$ cat src/rtl/histogram_loader.sv
// histogram_loader
// Reads a saved 1024-bin histogram (4 sectors x 256 bins, big-endian bins,
// bin 0 first) back from the SD card and writes it into the 16x1024
// reference-histogram BRAM. Runs in the 25 MHz SD clock domain and drives
// the sd_controller read handshake. Any wait state that exceeds TIMEOUT
// cycles aborts the load and raises a sticky error.
module histogram_loader #(
  parameter int SECTORS = 4,
  parameter int TIMEOUT = 25_000_000
) (
  input  logic        clk,
  input  logic        reset_n,
  input  logic        start,
  input  logic [3:0]  slot,
  input  logic        sd_ready,
  output logic        sd_rd,
  output logic [31:0] sd_address,
  input  logic [7:0]  sd_dout,
  input  logic        sd_byte_available,
  output logic [9:0]  haddr,
  output logic [15:0] hdata,
  output logic        hwe,
  output logic        loading,
  output logic        done,
  output logic        error
);

  localparam logic [1:0]  LAST_SECTOR = 2'(SECTORS - 1);
  localparam logic [31:0] TIMEOUT_W   = 32'(TIMEOUT);

  typedef enum logic [2:0] {
    S_IDLE     = 3'd0,
    S_WAIT_RDY = 3'd1,
    S_ISSUE    = 3'd2,
    S_READ     = 3'd3,
    S_SECT_END = 3'd4,
    S_DONE     = 3'd5
  } state_t;

  state_t      r_state;
  state_t      w_next;

  logic [3:0]  r_slot;
  logic [1:0]  r_sector;
  logic [8:0]  r_byte_idx;
  logic [7:0]  r_hi;
  logic        r_bav_d;
  logic [31:0] r_timer;

  logic        r_sd_rd;
  logic [31:0] r_sd_address;
  logic [9:0]  r_haddr;
  logic [15:0] r_hdata;
  logic        r_hwe;
  logic        r_loading;
  logic        r_done;
  logic        r_error;

  logic        w_bav_rise;
  logic        w_byte_acc;
  logic        w_last_byte;
  logic        w_waiting;
  logic        w_abort;
  logic        w_start_acc;
  logic        w_last_sector;

  // A byte is one rising edge of byte_available, however long the level is held.
  assign w_bav_rise    = sd_byte_available & ~r_bav_d;
  assign w_byte_acc    = (r_state == S_READ) & w_bav_rise;
  assign w_last_byte   = w_byte_acc & (r_byte_idx == 9'd511);
  assign w_waiting     = (r_state == S_WAIT_RDY) | (r_state == S_ISSUE) |
                         (r_state == S_READ)     | (r_state == S_SECT_END);
  // An accepted byte restarts the timer, so it wins over a simultaneous expiry.
  assign w_abort       = w_waiting & (r_timer >= TIMEOUT_W) & ~w_byte_acc;
  assign w_start_acc   = (r_state == S_IDLE) & start;
  assign w_last_sector = (r_sector == LAST_SECTOR);

  // State register.
  always_ff @(posedge clk or negedge reset_n) begin
    if (!reset_n) begin
      r_state <= S_IDLE;
    end else begin
      r_state <= w_next;
    end
  end

  // Next-state logic: read handshake sequencing with timeout abort.
  always_comb begin
    w_next = r_state;
    case (r_state)
      S_IDLE: begin
        if (start) begin
          w_next = S_WAIT_RDY;
        end else begin
          w_next = S_IDLE;
        end
      end
      S_WAIT_RDY: begin
        if (w_abort) begin
          w_next = S_IDLE;
        end else if (sd_ready) begin
          w_next = S_ISSUE;
        end else begin
          w_next = S_WAIT_RDY;
        end
      end
      S_ISSUE: begin
        if (w_abort) begin
          w_next = S_IDLE;
        end else if (!sd_ready) begin
          w_next = S_READ;
        end else begin
          w_next = S_ISSUE;
        end
      end
      S_READ: begin
        if (w_last_byte) begin
          w_next = S_SECT_END;
        end else if (w_abort) begin
          w_next = S_IDLE;
        end else begin
          w_next = S_READ;
        end
      end
      S_SECT_END: begin
        if (w_abort) begin
          w_next = S_IDLE;
        end else if (sd_ready && w_last_sector) begin
          w_next = S_DONE;
        end else if (sd_ready) begin
          w_next = S_ISSUE;
        end else begin
          w_next = S_SECT_END;
        end
      end
      S_DONE: begin
        w_next = S_IDLE;
      end
      default: begin
        w_next = S_IDLE;
      end
    endcase
  end

  // Previous byte_available level for edge detection.
  always_ff @(posedge clk or negedge reset_n) begin
    if (!reset_n) begin
      r_bav_d <= 1'b0;
    end else begin
      r_bav_d <= sd_byte_available;
    end
  end

  // Wait-state timer: cleared on any state change or accepted byte.
  always_ff @(posedge clk or negedge reset_n) begin
    if (!reset_n) begin
      r_timer <= 32'd0;
    end else if ((w_next != r_state) || w_byte_acc || !w_waiting) begin
      r_timer <= 32'd0;
    end else begin
      r_timer <= r_timer + 32'd1;
    end
  end

  // Load bookkeeping: slot, sector, byte index, SD request and status flags.
  always_ff @(posedge clk or negedge reset_n) begin
    if (!reset_n) begin
      r_slot       <= 4'd0;
      r_sector     <= 2'd0;
      r_byte_idx   <= 9'd0;
      r_hi         <= 8'd0;
      r_sd_rd      <= 1'b0;
      r_sd_address <= 32'd0;
      r_loading    <= 1'b0;
      r_done       <= 1'b0;
      r_error      <= 1'b0;
    end else begin
      // Request stays up for exactly the ISSUE residency; drops on abort too.
      r_sd_rd <= (w_next == S_ISSUE);
      r_done  <= (r_state == S_SECT_END) && (w_next == S_DONE);
      if (w_start_acc) begin
        r_slot       <= slot;
        r_sector     <= 2'd0;
        r_byte_idx   <= 9'd0;
        r_error      <= 1'b0;
        r_loading    <= 1'b1;
        r_sd_address <= {17'd0, slot, 2'd0, 9'd0};
      end
      if (w_byte_acc) begin
        r_byte_idx <= r_byte_idx + 9'd1;
        if (!r_byte_idx[0]) begin
          r_hi <= sd_dout;
        end
      end
      // Address only moves between sectors, never while sd_rd is high.
      if ((r_state == S_SECT_END) && (w_next == S_ISSUE)) begin
        r_sector     <= r_sector + 2'd1;
        r_byte_idx   <= 9'd0;
        r_sd_address <= {17'd0, r_slot, r_sector + 2'd1, 9'd0};
      end
      if ((r_state == S_SECT_END) && (w_next == S_DONE)) begin
        r_loading <= 1'b0;
      end
      if (w_abort) begin
        r_error   <= 1'b1;
        r_loading <= 1'b0;
      end
    end
  end

  // BRAM write port: one write per completed (hi, lo) byte pair.
  always_ff @(posedge clk or negedge reset_n) begin
    if (!reset_n) begin
      r_haddr <= 10'd0;
      r_hdata <= 16'd0;
      r_hwe   <= 1'b0;
    end else begin
      r_hwe <= 1'b0;
      if (w_byte_acc && r_byte_idx[0]) begin
        r_hwe   <= 1'b1;
        r_haddr <= {r_sector, r_byte_idx[8:1]};
        r_hdata <= {r_hi, sd_dout};
      end
    end
  end

  assign sd_rd      = r_sd_rd;
  assign sd_address = r_sd_address;
  assign haddr      = r_haddr;
  assign hdata      = r_hdata;
  assign hwe        = r_hwe;
  assign loading    = r_loading;
  assign done       = r_done;
  assign error      = r_error;

endmodule

$ cat config.mk
export PLATFORM = sky130hd
export DESIGN_NAME = histogram_loader
export DESIGN_NICKNAME = d
export VERILOG_FILES = /design/src/rtl/histogram_loader.sv
export SDC_FILE = /design/constraint.sdc
export NUM_CORES = 1
export LEC_CHECK = 0
export CAP_MARGIN = 20
export CORE_AREA = 2 2 92 94
export DETAILED_ROUTE_END_ITERATION = 6
export DIE_AREA = 0 0 94 96
export DONT_BUFFER_PORTS = 1
export GPL_ROUTABILITY_DRIVEN = 0
export PLACE_DENSITY_LB_ADDON = 0.1
export SLEW_MARGIN = 5
export SYNTH_ARGS = -nofsm -noshare
export SYNTH_HDL_FRONTEND = slang
export SYNTH_SLANG_ARGS = --single-unit
$ cat constraint.sdc
create_clock -name clk -period 3.9 [get_ports clk]
set_input_delay 0.78 -clock clk [delete_from_list [all_inputs] [get_ports clk]]
set_output_delay 0.78 -clock clk [all_outputs]
set_load 0.02 [all_outputs]
== After elaboration in Yosys (flattened, before gate mapping) ==
Index checks and enable logic that the tools add are counted.
Word-level totals
  flip-flop bits (word level): 122
  latch bits: 0
  bits in writable memories: 0
  bits in read-only memories: 0
  input bits: 17
  memories: 0
Cells by class
  add/sub/neg operators: 3
  multiply operators: 0
  div/mod/pow operators: 0
  magnitude comparators: 1
  eq/ne operators: 9
  shifts and indexed selects: 0
  multiplexer cells: 25
  bitwise gates (word level): 12
  reduce and logical (&&, ||, !) cells: 13
Operators by type and width (number)
  32-bit 2-to-1 mux: 3
  32-bit by 1-bit adder with 32-bit output, second input constant: 1
  32-bit by 25-bit >= comparator with 1-bit output, second input constant: 1
  9-bit 2-to-1 mux: 3
  3-bit case mux with 5 select lines: 1
  2-bit 2-to-1 mux: 6
  3-bit 2-to-1 mux: 4
  9-bit by 1-bit adder with 9-bit output, second input constant: 1
  3-bit by 2-bit == test with 1-bit output, second input constant: 3
  9-bit == test, second input constant: 1
  1-bit 2-to-1 mux: 8
  1-bit AND: 6
  3-bit == test, second input constant: 2
  3-bit nonzero test: 2
  1-bit logical AND: 4
  2-bit nonzero test: 2
  3-bit by 1-bit == test with 1-bit output, second input constant: 1
  3-bit zero test: 1
  3-bit != test: 1
  1-bit inverter: 3
  1-bit bitwise OR: 3
  2-bit by 1-bit adder with 2-bit output, second input constant: 1
  2-bit == test, second input constant: 1
  1-bit logical OR: 2
  other kinds (2): 2

== Logic depth before layout (Yosys ltp) ==
Gate-level depths: netlist of the first run.
  word-level depth: 13
  mapped depth: 12
  depth with buffers taken out: 11

== Worst setup path after synthesis of the first run ==
No wires, ideal clock.
  path kind: register to register
  from: register r_byte_idx[0]
  to: register r_sd_address[11] (netlist: sd_address[11])
  data arrival time: 2.687 ns
  slack: 1.084 ns
  stages on the path, launching flop included: 13
  cell sequence: dfrtp_1 > ha_1 > and3_1 > and3_1 > and3_1 > ha_1 > and3b_1 > a21oi_1 > o21ba_2 > or3_1 > o21ai_2 > buf_4 > o221ai_2
On the way
  cells in the longest elaborated chain, start to end: 7
  elaborated cells on any way between the ends: 8
  classes of those cells: 2 x eq/ne; 3 x mux; 1 x bitwise; 2 x reduce/logical
Ends and longest elaborated chain
  from (decl): RTL line 45  | logic [8:0] r_byte_idx;
  from (signal assigned): RTL line 190  | r_byte_idx <= r_byte_idx + 9'd1;
  9-bit == test (*): RTL line 70  | assign w_last_byte = w_byte_acc & (r_byte_idx == 9'd511);
  1-bit AND (*): RTL line 70
  3-bit 2-to-1 mux (*): RTL line 117  | if (w_last_byte) begin
  3-bit case mux with 5 select lines (*): RTL line 90  | case (r_state)
  3-bit by 2-bit == test with 1-bit output (*): RTL line 196  | if ((r_state == S_SECT_END) && (w_next == S_ISSUE)) begin
  1-bit logical AND (*): RTL line 196
  32-bit 2-to-1 mux / 2-bit nonzero test (equally long branches)
  to (signal assigned): RTL line 187  | r_sd_address <= {17'd0, slot, 2'd0, 9'd0};
  to (signal assigned): RTL line 199  | r_sd_address <= {17'd0, r_slot, r_sector + 2'd1, 9'd0};
  to (decl): RTL line 51  | logic [31:0] r_sd_address;
Every way passes the cells marked *; elsewhere a longest branch is shown, timed or not.
A chain may end at the register's enable or synchronous reset.

== Worst setup path in the final report of the first run ==
  from: register r_byte_idx[0]
  to: register r_sd_address[12] (netlist: sd_address[12])
The elaborated chain is that of the path after synthesis.

==> metrics.txt, run 1 <==
DRC 0; Reg area 2350 um^2; Rel. slew slack 59.4%; Reg power frac 54.4%; nature of the critical path endpoint flip-flop; H-Tree Depth 3; CP Max Fanout 11; Hold Violations, Final 0; type of the worst setup path flip-flop to flip-flop; largest net degree at the start of global routing 95; Slew Viols, Final 0; min-delay worst type input pin to asynchronous set/reset pin; nets 433; cell area after synthesis 4460 um^2; GR Overflow Total 0; Initial Util ~55%; total of max-cap violations 0; internal power 0.00156 W; Power per Cell Area 514 nW/um^2; antenna cell count 0; Top FF cell, synth dfrtp_1; Post-Layout Cell Count 521; DRT Pass-1 Iters 5; DR iter-0 viols 85; post-CTS sizing 0; initial antenna violation count 0; clk slew on worst S/H paths 0.10 ns; Port Buffers 0; # fillers 687; Post-synth EDFFs 0; CTS root buf clkbuf_8; final period utilization around 84%; Clock Latency Late Sink 0.36 ns; leakage roughly 2.2 nW; slowest stage delay, CP ~0.49 ns; share of layout cells above drive strength 1 16.1%; IO Count 80; CTS Buf Count 9; Vias 2721; Die Ht 96 um; vias per inst 5.22; vias in the first global route roughly 2600; first-pass GRT wire length 12600 um; P_sw 0.000839 W; crit start category flip-flop; setup violators final 0; Total Negative Setup Slacks 0 ns; Std-Cell Rows 33; Gate power share about a fifth; number of synthesized register bits 94; RSZ-0062 raised after global routing no; Crit-path slowest cell o21ai_2; CTS Hold Bufs 0; CTS sink count 94; commonest non-fill, non-tap cell in the layout dfrtp_1; Seq/Total Area, Yosys 52.7%; CP Cell Sequence ha_1 -> and3_1 -> and3_1 -> and3_1 -> ha_1 -> and3b_1 -> a21oi_1 -> o21ba_2 -> or3_1 -> o21ai_2 -> o221ai_2; area post-placement 4470 um^2; Area Overhead vs Synth 4.40%; die extent in x 94 um; Peak Freq 306 MHz; Pwr Total 0.00239 W; Buf/Inv on CP 0; Clock Tree Buf Depth 2; worst slew pin tran 0.607 ns; post-route ant nets 0; Most common cell on crit path and3_1; HPWL after DPL 5230 um; Clock power frac between 20% and 30%; status completed; Placeable Area 8050 um^2; peak supply drop approximately 0.00027 V; total die area 9020 um^2; DR WL/cell 14.6 um; YS warnings 0; Mean Syn Cell Area 11.1 um^2; crit-path leading delay family simple AND/OR/NAND/NOR gates; area of the multi-input gates 1900 um^2; Place WS 0.626 ns; global-route usage over all layers 18.1%; CTS tree yes; Setup Skew 0.0127 ns; design area between 4000 and 5000 um^2; postcts setup bufs 0; DRT Wirelength roughly 7600 um; switch share 35.0%; post-synthesis cell type count 55; asr flop ratio synth 100%; Worst Path Required 4.12 ns; worst reg-to-reg setup slack 0.63 ns; fin crit period ~3.3 ns; Setup WS post-layout 0.630 ns; Inst Count DP a little over 500; Post-Syn Instances slightly above 400; commonest non-fill, non-tap cells in the layout 94 x dfrtp_1, 41 x nor2_1, 35 x nand2_1, 33 x conb_1, 28 x mux2_2; Data arrival, critical path ~3.5 ns
[kinds of logic (layout without fill, tap and decap cells)]
| logic type | after synthesis | after routing | synth area share [%] |
|---|---|---|---|
| and+or+nand+nor | 145 | 145 | 17.4 |
| DFF | 94 | 94 | 52.7 |
| buffers and inverters | 55 | 36 | 7.35 |
| AOI/OAI and AO/OA | 47 | 47 | 8.30 |
| muxes | 31 | 31 | 7.77 |
| xor gates and xnor gates | 25 | 25 | 4.91 |
| adders and majority gates | 5 | 5 | 1.40 |
| other | 1 | 33 | 0.0841 |
[worst reg2reg max path: stages (launching register included)]
cell      delay (ns)
dfrtp_1         0.47
ha_1            0.25
and3_1          0.20
and3_1          0.20
and3_1          0.19
ha_1            0.18
and3b_1         0.23
a21oi_1         0.19
o21ba_2         0.22
or3_1           0.33
o21ai_2         0.49
o221ai_2        0.19
[layout make-up]
class                      count  share of cell area, %
timing repair buffer           3                  0.484
clock inverter                 7                   1.34
sequential                    94                   50.5
multi-input combinational    286                   40.8
clock buffer                   9                   2.66
inverter                      17                   1.37
tap                          105                   2.82
[power by group through the flow]
stage	sequential, W	combinational [W]	clock (W)
global placement	0.00132	0.000467	0
floorplan	0.00127	0.000478	0
global route	0.00133	0.000539	0.000683
finish	0.00130	0.000476	0.000615
CTS	0.00131	0.000481	0.000639
detailed placement	0.00133	0.000479	0
[flip-flops by register name, indices dropped and copies added (netlist names), 3 cells and up]
| register | count |
|---|---|
| r_byte_idx | 9 |
| r_slot | 4 |
| haddr | 10 |
| hdata | 16 |
| r_state | 3 |
| sd_address | 5 |
| r_hi | 8 |
| r_timer | 32 |
[worst paths after layout]
| check | start | to | cells after the start |
|---|---|---|---|
| worst min register to register | r_slot[2]$_DFFE_PN0P_ | r_slot[2]$_DFFE_PN0P_ | 2 |
| worst max-delay path | r_byte_idx[0]$_DFFE_PN0P_ | sd_address[12]$_DFFE_PN0P_ | 11 |
| max in group asynchronous | reset_n | r_timer[5]$_DFF_PN0_ | 0 |
| worst max register to register | r_byte_idx[0]$_DFFE_PN0P_ | sd_address[12]$_DFFE_PN0P_ | 11 |
| min in group clk | sd_byte_available | r_bav_d$_DFF_PN0_ | 0 |
| worst min-delay path | reset_n | haddr[4]$_DFFE_PN0P_ | 0 |
[cells in the mapped netlist (2+ instances only)]
cell | number | share of area [%]
dfrtp_1 | 94 | 53
nor2_1 | 41 | 3.5
nand2_1 | 35 | 2.9
buf_4 | 30 | 5.0
mux2_2 | 28 | 7.1
xor2_1 | 18 | 3.5
inv_1 | 17 | 1.4
and3_1 | 15 | 2.1
nand3_1 | 14 | 1.6
o21ai_0 | 12 | 1.3
a21oi_1 | 7 | 0.79
xnor2_1 | 7 | 1.4
nand4_1 | 6 | 0.84
nor3_1 | 6 | 0.67
o31ai_1 | 6 | 1.0
ha_1 | 5 | 1.4
clkbuf_1 | 4 | 0.34
nand2b_1 | 4 | 0.56
nor2b_1 | 4 | 0.56
a21o_1 | 3 | 0.50
and4_1 | 3 | 0.59
nor4_1 | 3 | 0.42
o21ai_2 | 3 | 0.59
o221ai_2 | 3 | 1.0
buf_1 | 2 | 0.17
mux2i_1 | 2 | 0.45
nor3b_2 | 2 | 0.56
o21ai_1 | 2 | 0.22
[layer usage]
layer  up-vias  share of wire (%)  track usage, %
met5         -                  0               0
met4         0                1.4            7.85
met3         9                4.3            3.37
met2        51                 48            29.9
met1      1326                 46            23.5
li1       1335                  -               -
[metrics by stage]
stage	util, %	hold WS, ns
finish	57.8	0.0964
global route	57.8	0.0698
floorplan	-	0.440
global placement	55.5	0.455
detailed placement	55.5	0.479
CTS	57.8	0.0810
Note: power is estimated with default switching activity, not from simulation.
==> run 2: changes to the inputs <==
==> constraint.sdc (replaced) <==
create_clock -name clk -period 2.7 [get_ports clk]
set_input_delay 0.54 -clock clk [delete_from_list [all_inputs] [get_ports clk]]
set_output_delay 0.54 -clock clk [all_outputs]
set_load 0.02 [all_outputs]
==> run 2 against run 1 <==
The run now ends with negative hold slack, negative setup slack left. Critical endpoint is now r_byte_idx[6]$_DFFE_PN0P_. Critical path depth is 2 higher. Clock skew increased by 0.0013 ns. Non-clock buffer count grew 26.
==> metrics.txt, run 2 (synthesis results as in run 1) <==
Setup WS post-layout -0.0599 ns; largest net degree at the start of global routing 95; slowest stage delay, CP 0.44 ns; Setup Skew 0.0140 ns; DRT Pass-1 Iters 4; # fillers between 600 and 700; Place WS -0.230 ns; Gate power share 27.6%; IO Count 80; Power per Cell Area about 770 nW/um^2; Total Negative Setup Slacks -0.847 ns; share of layout cells above drive strength 1 29.8%; CP Cell Sequence ha_4 -> and3_4 -> and3_4 -> and3_4 -> ha_4 -> and3b_2 -> buf_6 -> a21oi_4 -> o21ba_4 -> or3_4 -> o21ai_4 -> buf_6 -> o31ai_2; startpoint of the worst register-to-register path r_byte_idx[0]$_DFFE_PN0P_; Reg power frac 47.1%; failing checks negative hold slack, negative setup slack; global-route usage over all layers 20.3%; die extent in x between 90 and 100 um; total of max-cap violations 0; RR Endpoint r_byte_idx[6]$_DFFE_PN0P_; type of the worst setup path flip-flop to flip-flop; CTS sink count 94; critical path depth in cells 13; Initial Util 55.4%; initial antenna violation count 0; total die area 9020 um^2; post-route ant nets 0; CTS tree yes; crit-path leading delay family simple AND/OR/NAND/NOR gates; clk slew on worst S/H paths 0.10 ns; setup violators final 29; Clock power frac 25.3%; DRT Wirelength 8640 um; CTS root buf clkbuf_8; worst slew pin tran 0.789 ns; DR WL/cell between 15 and 20 um; Hold Violations, Final between 90 and 100; DR iter-0 viols 97; Area Overhead vs Synth 16.0%; GR Overflow Total 0; final period utilization 102%; Rel. slew slack 47.1%; leakage 2.36 nW; min-delay worst type input pin to asynchronous set/reset pin; crit start category flip-flop; status complete, but fails checks; switch share 35.9%; P_sw between 0.001 and 0.0015 W; fin crit period 2.76 ns; Biggest register r_timer; Buf/Inv on CP 2; CTS Buf Count 9; Slew Viols, Final 0; nets 460; WHS -0.151 ns; Crit-path slowest cell dfrtp_2; Std-Cell Rows 33; commonest non-fill, non-tap cells in the layout 93 x dfrtp_1, 35 x nand2_1, 33 x conb_1, 28 x mux2_2, 20 x buf_4; first-pass GRT wire length 14200 um; peak supply drop 0.000461 V; Most common cell on crit path and3_4; H-Tree Depth 3; Clock Tree Buf Depth 2; HPWL after DPL 5610 um; FF-to-FF path depth 13; max FFs per register 32; Data arrival, critical path roughly 3 ns; Worst Path Required 2.95 ns; worst reg-to-reg setup slack -0.06 ns; Peak Freq 362 MHz; Die Ht 96 um; internal power 0.00255 W; antenna cell count 0; commonest non-fill, non-tap cell in the layout dfrtp_1; vias in the first global route 2852; RSZ-0062 raised after global routing yes; Port Buffers 0; Clock Latency Late Sink roughly 0.37 ns; vias per inst 5.33; DRC 0; CP Max Fanout 8; Vias approximately 2900; nature of the critical path endpoint flip-flop; Placeable Area 8050 um^2
-- run 2: cell count changes in the layout (fill, tap and decap cells not counted), moves of 2 or more --
cell | before | now
and3_1 | 15 | 12
and3_4 | 0 | 3
buf_4 | 3 | 20
buf_6 | 0 | 9
ha_1 | 5 | 3
ha_4 | 0 | 2
inv_6 | 3 | 0
inv_8 | 2 | 4
nor2_1 | 41 | 18
nor2_2 | 1 | 12
nor2_4 | 1 | 13
o21ai_1 | 2 | 0
-- run 2: per-layer routing --
layer | track usage, % | wire, um | vias up
met2 | 32.9 | 4190 | 65
met3 | 4.23 | 327 | 18
li1 | - | - | 1386
met4 | 9.06 | 209 | 0
met5 | 0 | 0 | -
met1 | 26.5 | 3920 | 1454
-- run 2: power groups by stage --
stage                     registers, W  clock network (W)  logic (W)
after floorplan                0.00184                  0   0.000710
after global placement         0.00188                  0   0.000773
after detailed placement       0.00190                  0   0.000790
after CTS                      0.00187            0.00102   0.000941
after global routing           0.00190            0.00110    0.00119
final                          0.00187            0.00101    0.00110
-- run 2: through the flow --
stage / util [%] / cell area (um^2) / cells / total power (W)
6_report: 64.3 / 5170 / 548 / 0.00398
5_1_grt: 64.3 / 5170 / 548 / 0.00419
4_1_cts: 62.0 / 4990 / 546 / 0.00384
3_5_place_dp: 57.9 / 4660 / 523 / 0.00269
3_3_place_gp: 57.9 / 4660 / 523 / 0.00266
2_1_floorplan: - / 4640 / 435 / 0.00254
-- run 2: worst register-to-register path, cell delays in order, from the launching register on --
cell and delay [ns]:
dfrtp_2 0.44, ha_4 0.16, and3_4 0.17, and3_4 0.15
and3_4 0.18, ha_4 0.15, and3b_2 0.23, buf_6 0.12
a21oi_4 0.11, o21ba_4 0.17, or3_4 0.34, o21ai_4 0.18
buf_6 0.17, o31ai_2 0.07
-- run 2: area by class of cell --
cell class / instances / area, um^2 / area share, %
Sequential cell: 94 / 2350 / 45.5
Clock inverter: 7 / 88.8 / 1.72
Inverter: 17 / 63.8 / 1.23
Timing Repair Buffer: 29 / 251 / 4.86
Clock buffer: 9 / 124 / 2.39
Tap cell: 105 / 131 / 2.54
Multi-Input combinational cell: 287 / 2160 / 41.8
-- run 2: what timing repair did --
| item | 4_1_cts | 5_1_grt |
|---|---|---|
| hold endpoints to repair | 94 | 94 |
| gates cloned | 1 | 0 |
| buffers inserted | 6 | 2 |
| pin swaps | 8 | 29 |
| endpoints found under the setup margin | 37 | 38 |
| resized for setup | 11 | 46 |
-- run 2: how the worst max path moves through the flow --
stage | from | endpoint | slack (ns)
floorplan | r_byte_idx[0]$_DFFE_PN0P_ | sd_address[11]$_DFFE_PN0P_ | 0.005
global route | r_byte_idx[1]$_DFFE_PN0P_ | r_timer[23]$_DFF_PN0_ | -0.15
detailed placement | r_byte_idx[1]$_DFFE_PN0P_ | r_timer[13]$_DFF_PN0_ | -0.23
global placement | r_byte_idx[1]$_DFFE_PN0P_ | r_timer[18]$_DFF_PN0_ | -0.16
CTS | r_byte_idx[0]$_DFFE_PN0P_ | r_sector[0]$_DFFE_PN0P_ | -0.03
finish | r_byte_idx[0]$_DFFE_PN0P_ | r_byte_idx[6]$_DFFE_PN0P_ | -0.06
==> run 3: changes to the inputs <==
--- a/config.mk
+++ b/config.mk
@@ -11,6 +11,7 @@
 export DIE_AREA = 0 0 94 96
 export DONT_BUFFER_PORTS = 1
 export GPL_ROUTABILITY_DRIVEN = 0
+export HOLD_SLACK_MARGIN = 0.02
 export PLACE_DENSITY_LB_ADDON = 0.1
 export SLEW_MARGIN = 5
 export SYNTH_ARGS = -nofsm -noshare
==> results of run 3 <==
The final DEF is identical to that of run 2; final timing and power are the same.
